`config.mk`:
```
export PLATFORM = sky130hd
export DESIGN_NAME = mem_param_reader
export DESIGN_NICKNAME = d
export VERILOG_FILES = /design/src/rtl/mem_param_pkg.sv /design/src/rtl/param_fifo.sv /design/src/rtl/mem_param_reader.sv
export SDC_FILE = /design/constraint.sdc
export NUM_CORES = 2
export LEC_CHECK = 0
export BUFFER_PORTS_ARGS = -buffer_cell sky130_fd_sc_hd__buf_2
export CAP_MARGIN = 20
export CORE_AREA = 10 10 400 402
export DETAILED_ROUTE_END_ITERATION = 6
export DIE_AREA = 0 0 410 412
export PLACE_DENSITY = 0.44
export SLEW_MARGIN = 40
export SYNTH_ARGS = -nofsm -noshare
export SYNTH_HDL_FRONTEND = slang
export SYNTH_SLANG_ARGS = --single-unit
```
`constraint.sdc`:
```
create_clock -name clk -period 54.1 [get_ports clk]
set_clock_uncertainty 0.2 [all_clocks]
set_input_delay 5.41 -clock clk [delete_from_list [all_inputs] [get_ports clk]]
set_output_delay 5.41 -clock clk [all_outputs]
set_load 0.1 [all_outputs]
```
`src/rtl/mem_param_pkg.sv`:
```
// Shared layout of the 256-bit modulation-parameter memory word.
// Latency: n/a (types and constants only).
// Backpressure: n/a.
// Used by the memory writer, this read stage and the signal-generator core.
package mem_param_pkg;

  localparam int PARAM_W = 232;
  localparam int MEM_W   = 256;

  // Frequency-modulation coefficients and gain: 18 bits each.
  localparam int FMOD_W      = 18;
  localparam int FMOD_C0_LSB = 0;
  localparam int FMOD_C1_LSB = 18;
  localparam int FMOD_C2_LSB = 36;
  localparam int FMOD_C3_LSB = 54;
  localparam int FMOD_C4_LSB = 72;
  localparam int FMOD_C5_LSB = 90;
  localparam int FMOD_G_LSB  = 108;

  // Amplitude-modulation coefficients and gain: 16 bits each.
  localparam int AMOD_W      = 16;
  localparam int AMOD_C0_LSB = 126;
  localparam int AMOD_C1_LSB = 142;
  localparam int AMOD_C2_LSB = 158;
  localparam int AMOD_C3_LSB = 174;
  localparam int AMOD_G_LSB  = 190;

  localparam int POFF_W      = 18;
  localparam int POFF_LSB    = 206;
  localparam int CTRL_W      = 8;
  localparam int CTRL_LSB    = 224;

  typedef logic [PARAM_W-1:0] param_word_t;
  typedef logic [MEM_W-1:0]   mem_word_t;

  // Field view of a parameter word, MSB first; bit positions match the LSB constants.
  typedef struct packed {
    logic [CTRL_W-1:0] ctrl;
    logic [POFF_W-1:0] poff;
    logic [AMOD_W-1:0] amod_g;
    logic [AMOD_W-1:0] amod_c3;
    logic [AMOD_W-1:0] amod_c2;
    logic [AMOD_W-1:0] amod_c1;
    logic [AMOD_W-1:0] amod_c0;
    logic [FMOD_W-1:0] fmod_g;
    logic [FMOD_W-1:0] fmod_c5;
    logic [FMOD_W-1:0] fmod_c4;
    logic [FMOD_W-1:0] fmod_c3;
    logic [FMOD_W-1:0] fmod_c2;
    logic [FMOD_W-1:0] fmod_c1;
    logic [FMOD_W-1:0] fmod_c0;
  } param_fields_t;

endpackage

```
`src/rtl/param_fifo.sv`:
```
// Synchronous first-word-fall-through FIFO with a registered output word.
// Latency: a push into an empty FIFO is visible on the next cycle.
// Backpressure: pop only when valid; push while full (without pop) is an error.
// Ports: clk, rstn (sync, active-low); push_i/din_i write side; pop_i read side;
//        dout_o/vld_o head word; count_o/full_o/empty_o occupancy status.
module param_fifo #(
  parameter int W     = 232,
  parameter int DEPTH = 4
) (
  input  logic                     clk,
  input  logic                     rstn,
  input  logic                     push_i,
  input  logic [W-1:0]             din_i,
  input  logic                     pop_i,
  output logic [W-1:0]             dout_o,
  output logic                     vld_o,
  output logic [$clog2(DEPTH):0]   count_o,
  output logic                     full_o,
  output logic                     empty_o
);

  localparam int AW = $clog2(DEPTH);

  logic [W-1:0]  mem_q [DEPTH];
  logic [AW-1:0] wr_ptr_q, wr_ptr_d;
  logic [AW-1:0] rd_ptr_q, rd_ptr_d;
  logic [AW:0]   count_q, count_d;
  logic [W-1:0]  dout_q, dout_d;
  logic          do_push, do_pop;

  assign empty_o = (count_q == '0);
  assign full_o  = (count_q == (AW+1)'(DEPTH));
  assign vld_o   = ~empty_o;
  assign count_o = count_q;
  assign dout_o  = dout_q;

  assign do_pop  = pop_i & ~empty_o;
  // A pop frees the head slot in the same cycle, so push at full is fine with a pop.
  assign do_push = push_i & (~full_o | do_pop);

  always_comb begin
    wr_ptr_d = wr_ptr_q + AW'(do_push);
    rd_ptr_d = rd_ptr_q + AW'(do_pop);
    count_d  = count_q + (AW+1)'(do_push) - (AW+1)'(do_pop);
    // Next head comes from the incoming word when it lands exactly at the new
    // read pointer (empty FIFO, or single entry being popped), else from storage.
    if (do_push && (wr_ptr_q == rd_ptr_d)) begin
      dout_d = din_i;
    end else begin
      dout_d = mem_q[rd_ptr_d];
    end
  end

  always_ff @(posedge clk) begin
    if (do_push) begin
      mem_q[wr_ptr_q] <= din_i;
    end
  end

  always_ff @(posedge clk) begin
    if (!rstn) begin
      wr_ptr_q <= '0;
      rd_ptr_q <= '0;
      count_q  <= '0;
      dout_q   <= '0;
    end else begin
      wr_ptr_q <= wr_ptr_d;
      rd_ptr_q <= rd_ptr_d;
      count_q  <= count_d;
      dout_q   <= dout_d;
    end
  end

  overflow_chk: assert property (@(posedge clk) disable iff (!rstn)
    !(push_i && full_o && !pop_i));

endmodule

```
`src/rtl/mem_param_reader.sv`:
```
// Reads parameter words from a fixed-latency memory on command and streams them out.
// Latency: accept in cycle 0 -> mem_addr in cycle 1 -> m_axis_tvalid in cycle 2+MEM_LAT.
// Backpressure: credit based; commands are refused once FIFO words plus in-flight reads fill the FIFO.
// Ports: clk, rstn (sync, active-low); s_axis_* read commands (address in tdata[N-1:0]);
//        mem_addr/mem_dout memory read port; m_axis_* parameter words; rd_cnt words delivered.
module mem_param_reader
  import mem_param_pkg::*;
#(
  parameter int N          = 16,
  parameter int MEM_LAT    = 2,
  parameter int FIFO_DEPTH = 4
) (
  input  logic               rstn,
  input  logic               clk,
  input  logic               s_axis_tvalid,
  output logic               s_axis_tready,
  input  logic [31:0]        s_axis_tdata,
  output logic [15:0]        mem_addr,
  input  logic [MEM_W-1:0]   mem_dout,
  output logic               m_axis_tvalid,
  input  logic               m_axis_tready,
  output logic [PARAM_W-1:0] m_axis_tdata,
  output logic [31:0]        rd_cnt
);

  localparam int OW = 8;

  logic [MEM_LAT:0]              pipe_q, pipe_d;
  logic [15:0]                   mem_addr_q, mem_addr_d;
  logic [31:0]                   rd_cnt_q, rd_cnt_d;
  logic                          accept, pop, push;
  logic                          fifo_vld, fifo_full, fifo_empty;
  logic [$clog2(FIFO_DEPTH):0]   fifo_count;
  logic [OW-1:0]                 occupancy;
  param_word_t                   fifo_dout;
  logic                          unused_bits;

  // Every accepted command owns a FIFO slot from accept until its word is popped.
  assign occupancy = OW'(fifo_count) + OW'($countones(pipe_q));

  assign m_axis_tvalid = rstn & fifo_vld;
  assign m_axis_tdata  = fifo_dout;
  assign pop           = m_axis_tvalid & m_axis_tready;

  // A pop in this cycle hands its slot straight to a new command, which keeps
  // one-per-cycle streaming with FIFO_DEPTH = MEM_LAT+2. No path from s_axis_tvalid.
  assign s_axis_tready = rstn & ((occupancy < OW'(FIFO_DEPTH)) | pop);
  assign accept        = s_axis_tvalid & s_axis_tready;

  // Last pipe stage lines up with the cycle mem_dout carries the addressed word.
  assign push = pipe_q[MEM_LAT];

  assign mem_addr = mem_addr_q;
  assign rd_cnt   = rd_cnt_q;

  always_comb begin
    pipe_d     = {pipe_q[MEM_LAT-1:0], accept};
    mem_addr_d = accept ? 16'(s_axis_tdata[N-1:0]) : mem_addr_q;
    rd_cnt_d   = rd_cnt_q + {31'd0, pop};
  end

  always_ff @(posedge clk) begin
    if (!rstn) begin
      pipe_q     <= '0;
      mem_addr_q <= '0;
      rd_cnt_q   <= '0;
    end else begin
      pipe_q     <= pipe_d;
      mem_addr_q <= mem_addr_d;
      rd_cnt_q   <= rd_cnt_d;
    end
  end

  param_fifo #(
    .W     (PARAM_W),
    .DEPTH (FIFO_DEPTH)
  ) u_fifo (
    .clk     (clk),
    .rstn    (rstn),
    .push_i  (push),
    .din_i   (mem_dout[PARAM_W-1:0]),
    .pop_i   (pop),
    .dout_o  (fifo_dout),
    .vld_o   (fifo_vld),
    .count_o (fifo_count),
    .full_o  (fifo_full),
    .empty_o (fifo_empty)
  );

  // Upper command bits and the top of the memory word carry nothing for this stage.
  assign unused_bits = ^{s_axis_tdata[31:N], mem_dout[MEM_W-1:PARAM_W], fifo_full, fifo_empty};

endmodule
```
[Word level (Yosys, flattened, before mapping)]
Memory sizes are Yosys's and may differ from the RTL's. A register that Yosys moved wholly into a read port is not among the register bits.
Cells that the tools add are included.
Cells by class
  add/sub/neg operators: 8
  order comparisons: 1
  equal/unequal tests: 1
  mux-type cells: 2
  bitwise gates (word level): 10
  reduce and logical (&&, ||, !) cells: 2
Operator list (number)
  adder 32 x 1 -> 32 bit: 1
  bitwise AND 1 bit: 6
  adder 2 x 1 -> 2 bit: 2
  adder 3 x 3 -> 4 bit: 1
  less-than comparator 4 x 3 -> 1 bit, second input constant: 1
  adder 2 x 1 -> 3 bit: 1
  adder 3 x 1 -> 3 bit: 1
  == test 3 bit, second input constant: 1
  logical NOT 3 bit: 1
  subtractor 3 x 1 -> 3 bit: 1
  adder 1 x 1 -> 2 bit: 1
  two-way mux 1 bit: 2
  inverter 1 bit: 2
  bitwise OR 1 bit: 2
  logical NOT 1 bit: 1
Storage, ports and cells
  flip-flop bits (word level): 58
  RAM bits: 928
  input bits: 292
  output and inout port bits: 282
  memories kept: 1
Memory list
  u_fifo.mem_q: words 4, bits a word 232, read ports 1, clocked after Yosys merged registers in 1, wr ports 1, RTL line param_fifo.sv:24  | logic [W-1:0] mem_q [DEPTH];

[Depth between registers and ports, before layout]
  depth after elaboration: 9
  gate-level depth with buffers: 11
  mapped depth without buffers: 9

[Hierarchy]
A second synthesis with hierarchy kept.
Unflattened totals
  cell total of the unflattened synthesis: 2517
  area, all modules: 44482.7 um2
By module, submodules not included
  param_fifo: instances 1, cells each 2256, area an instance 42246.8 um2, sequential area each 32651.3 um2
  mem_param_reader: instances 1, cells each 261, area an instance 2235.9 um2, sequential area each 1021.0 um2

[Worst setup path after synthesis]
Ideal clock, no wire load.
  kind: in2reg
  from: input port rstn
  to: memory u_fifo.mem_q[0][0] (enable)
  arrival: 22.812 ns
  required time: 52.743 ns
  slack: 29.931 ns
  cell stages on the path: 4
  buffers on the path: 1
  path through: clkbuf_1 -> and2_1 -> o21a_1 -> nor3b_1
Between the ends
  longest elaborated chain between the ends: 7
Ends and longest elaborated chain
  start: declaration: RTL line mem_param_reader.sv:13  | input logic rstn,
  bitwise AND 1 bit: RTL line mem_param_reader.sv:41  | assign m_axis_tvalid = rstn & fifo_vld;
  bitwise AND 1 bit: RTL line mem_param_reader.sv:43  | assign pop = m_axis_tvalid & m_axis_tready;
  bitwise AND 1 bit: RTL line param_fifo.sv:37  | assign do_pop = pop_i & ~empty_o;
  bitwise OR 1 bit: RTL line param_fifo.sv:39  | assign do_push = push_i & (~full_o | do_pop);
  bitwise AND 1 bit: RTL line param_fifo.sv:39
  two-way mux 1 bit: RTL line param_fifo.sv:55  | if (do_push) begin
  two-way mux 1 bit (implied by the code): RTL line param_fifo.sv:56  | mem_q[wr_ptr_q] <= din_i;
  end: declaration: RTL line param_fifo.sv:24
Every way passes these cells.

[Worst setup path after layout]
  from: input port rstn
  to: output port s_axis_tready
Between the ends
  longest elaborated chain between the ends: 4
Ends and longest elaborated chain
  bitwise AND 1 bit: RTL line mem_param_reader.sv:41
  bitwise AND 1 bit: RTL line mem_param_reader.sv:43
  bitwise OR 1 bit: RTL line mem_param_reader.sv:47  | assign s_axis_tready = rstn & ((occupancy < OW'(FIFO_DEPTH)) | pop);
  bitwise AND 1 bit *: RTL line mem_param_reader.sv:47
  end: declaration: RTL line mem_param_reader.sv:16  | output logic s_axis_tready,
Mark *: on every way between the ends. The rest lies on a longest branch, timed or not.

==> key figures <==
Run status
  – Status: completed

Global routing
  – Largest net degree at the start of global routing: 121
  – First-pass GRT wire length: 176 mm
  – Initial antenna violation count: 42
  – Number of global-route vias before repair: 25300
  – Grt ovf: 0
  – Total GRT Usage: 13.7%

Synthesis
  – Syn nets: 2818
  – Post-synth EDFFs: 928
  – Mean Syn Cell Area: 17.4 µm²
  – Synth cell types: 38
  – Post-Syn Area: 43800 µm²
  – Dominant synthesized flop cell: edfxtp_1
  – Synth async-reset ratio: 0%
  – Register bit total from synthesis: 1218
  – Cell count after synthesis: 2517
  – Area contributors post-synth: edfxtp_1 (64%), dfxtp_1 (13%), mux4_2 (12%), nand2_1 (4.1%), a21oi_1 (3.1%)
  – Sequential fraction of the synthesis area: 76.9%
  – Area leader, netlist: edfxtp_1
  – Top cell type's share of synthesized area: 63.6%
  – Syn. warnings: 0

Critical path
  – Startpoint class of the critical path: primary input
  – FF-to-FF Start: u_fifo.count_o[1]$_SDFF_PN0_
  – Worst-path fanout max: 18
  – Reg-to-Reg End: u_fifo.dout_o[40]$_SDFF_PN0_
  – Critical path class: primary input to output pin
  – Reg-to-reg setup timing slack: 49.32 ns
  – Critical path capture point type: output pin
  – Data required time of the critical path: 48.49 ns
  – CP Buf/Inv Count: 4
  – Top delay family on crit path: buffers and inverters
  – CP most frequent cell: buf_2
  – Reg2reg path depth: 9
  – Max incr delay on CP: 0.45 ns
  – Slowest CP cell: buf_2
  – Arr. time, crit path: 7.06 ns
  – CP Cell Sequence: buf_2 -> o311a_1 -> a31oi_1 -> buf_4 -> clkinv_1 -> buf_2

Timing
  – Pins Over Slew Limit: 0
  – Worst Tran Pin Value: 0.887 ns
  – Setup violations, final: 0
  – Worst rel slew slack: 40.8%
  – Fmax: 78.9 MHz
  – Minimum clock period: 12.67 ns
  – Tcrit/Tclk final: 23.4%
  – RSZ-0062 raised after global routing: false
  – Post-route setup TNS: 0 ns
  – Final hold violation count: 0
  – Final Hold Slack: 0.259 ns

Route
  – Post-DR wirelength/cell: 22.5 µm
  – Post-Route WL: 118 mm
  – Via-per-instance ratio: 4.56
  – DR iter-0 viols: 1399
  – DRC: 0
  – Via count: 23900
  – DRT Pass-1 Iters: 5
  – DRT antenna net count: 0

Clocking
  – Resized Gates After CTS: 0
  – Setup repair bufs after CTS: 0
  – Reg clk slew, reported paths: 0.05 ns
  – Hold buffers post-CTS: 0
  – CTS Buffer Depth: 3
  – CTS root buf: clkbuf_16
  – Total CTS buffers: 139
  – # clock sinks: 1218
  – Htree depth: 4
  – Clock latency on the worst-skew pair: 0.75 ns
  – CTS tree: done

Cells and area
  – Area Overhead vs Synth: 22.9%
  – Filler instances: 14500
  – Nets: 3394
  – Ratio of cells with drive above 1 in the final layout: 31.7%

Placement
  – RePlAce Congestion: 0.691
  – Number of port buffers: 533
  – DP HPWL: 69.2 mm

Power and ir drop
  – Power Total: 2.52 mW
  – Leakage: 18.7 nW
  – PD cells: 46.8 nW/µm²
  – Maximum vdd drop: 0.0311 mV

Die
  – Die Y: 412 µm
  – Die X-Extent: 410 µm
  – # IOs: 574
  – Initial Util: 28.9%
  – FP Rows: 143
  – Core footprint: 152000 µm²
  – Die Area: 169000 µm²

Min path
  – Hold_sp: pipe_q[1]$_SDFF_PN0_
  – Worst min-delay path endpoint: pipe_q[2]$_SDFF_PN0_
  – Hold WC Path Type: flop to flop
  – Min-Delay Path Depth: 2

Flow run
  – Max cap viols: 0
## cells in the final DEF (no fill, tap or decap), drive strengths merged, types with 9 or more instances in the layout
cell type and n:
or4 16, xnor2 9, nor2 20, edfxtp 928
a21oi 267, nand2 478, nand3 26, o21ai 22
clkbuf 209, dfxtp 290, clkinv 34, and2 9
o31ai 13, inv 20, buf 578, mux4 232
## layout make-up
type                    count  area (µm²)  area share (%)
clock buffers             209        4040            7.50
clock inverters            49         557            1.03
inverters                  13        56.3           0.105
multi-input cells        1143        9570            17.8
flip-flops and latches   1218       33700            62.6
well taps                2030        2540            4.72
diodes                      8        20.0          0.0372
repair buffers            578        3350            6.22
## worst max path at each step
| stage | end | startpoint | cells after the start |
|---|---|---|---|
| 6_report | s_axis_tready | rstn | 6 |
| 4_1_cts | s_axis_tready | rstn | 6 |
| 5_1_grt | s_axis_tready | rstn | 6 |
| 3_5_place_dp | s_axis_tready | rstn | 6 |
| 3_3_place_gp | s_axis_tready | rstn | 6 |
| 2_1_floorplan | u_fifo.mem_q[0][0]$_DFFE_PP_ | rstn | 4 |
## flip-flops by register name, summed over array words and instances (netlist names)
name / count
mem_addr: 16
pipe_q: 3
rd_cnt: 32
u_fifo.count_o: 3
u_fifo.dout_o: 232
u_fifo.mem_q: 928
u_fifo.rd_ptr_q: 2
u_fifo.wr_ptr_q: 2
## cells in the mapped netlist (3+ instances only)
cell	instances
clkbuf_1	96
dfxtp_1	290
nor2_1	20
xnor2_1	9
and3_1	3
mux4_2	232
nand2_1	478
ha_1	7
and2_1	9
buf_1	21
nand3_1	26
edfxtp_1	928
o31ai_1	13
or3_1	8
a21oi_1	267
xor2_1	7
inv_1	12
buf_2	23
o21ai_0	22
nand4_1	5
and4_1	4
or4_1	16
## kinds of logic (layout without fill, tap and decap cells)
group | Yosys count | count (layout) | synth area share, %
xor+xnor | 17 | 17 | 0.371
buf+inv | 156 | 849 | 1.42
other cells | 0 | 8 | 0
mux | 232 | 232 | 11.9
flops | 1218 | 1218 | 76.9
fa+ha+maj | 9 | 9 | 0.291
compound gates | 308 | 308 | 3.66
simple gates | 577 | 577 | 5.43
## routing by layer
layer  wire length, µm  track usage (%)  vias to the layer above  share of wire [%]
li1                  -                -                    10800                  -
met1             50600             17.6                    12300                 43
met2             57700             22.6                      579                 49
met3              6920             3.85                      226                5.9
met4              2700             3.95                       34                2.3
met5               224                0                        -               0.19
## where the power goes
group          leakage [nW]  internal, mW  switching (mW)
sequential             10.8          1.05          0.0176
clock                  2.23         0.554           0.382
combinational          5.66         0.141           0.374
total                  18.7          1.74           0.774
## worst reg2reg max path: stages (launching register included)
cell and delay, ns:
dfxtp_1 0.38, o311a_1 0.41, ha_4 0.53, buf_12 0.26
buf_4 0.66, buf_4 0.69, buf_6 0.66, mux4_2 0.61
nand2_1 0.09, a21oi_1 0.11
## through the flow
stage          instances  cell area, µm²  setup WS [ns]  util (%)
3_3_place_gp        4969           48800          41.43      32.2
3_5_place_dp        4978           49100          41.43      32.4
2_1_floorplan       2517           43800          29.93         -
5_1_grt             5243           53800          41.31      35.5
4_1_cts             5236           53700          41.43      35.4
6_report            5248           53800          41.43      35.5
Power figures use the tool's default switching activity.
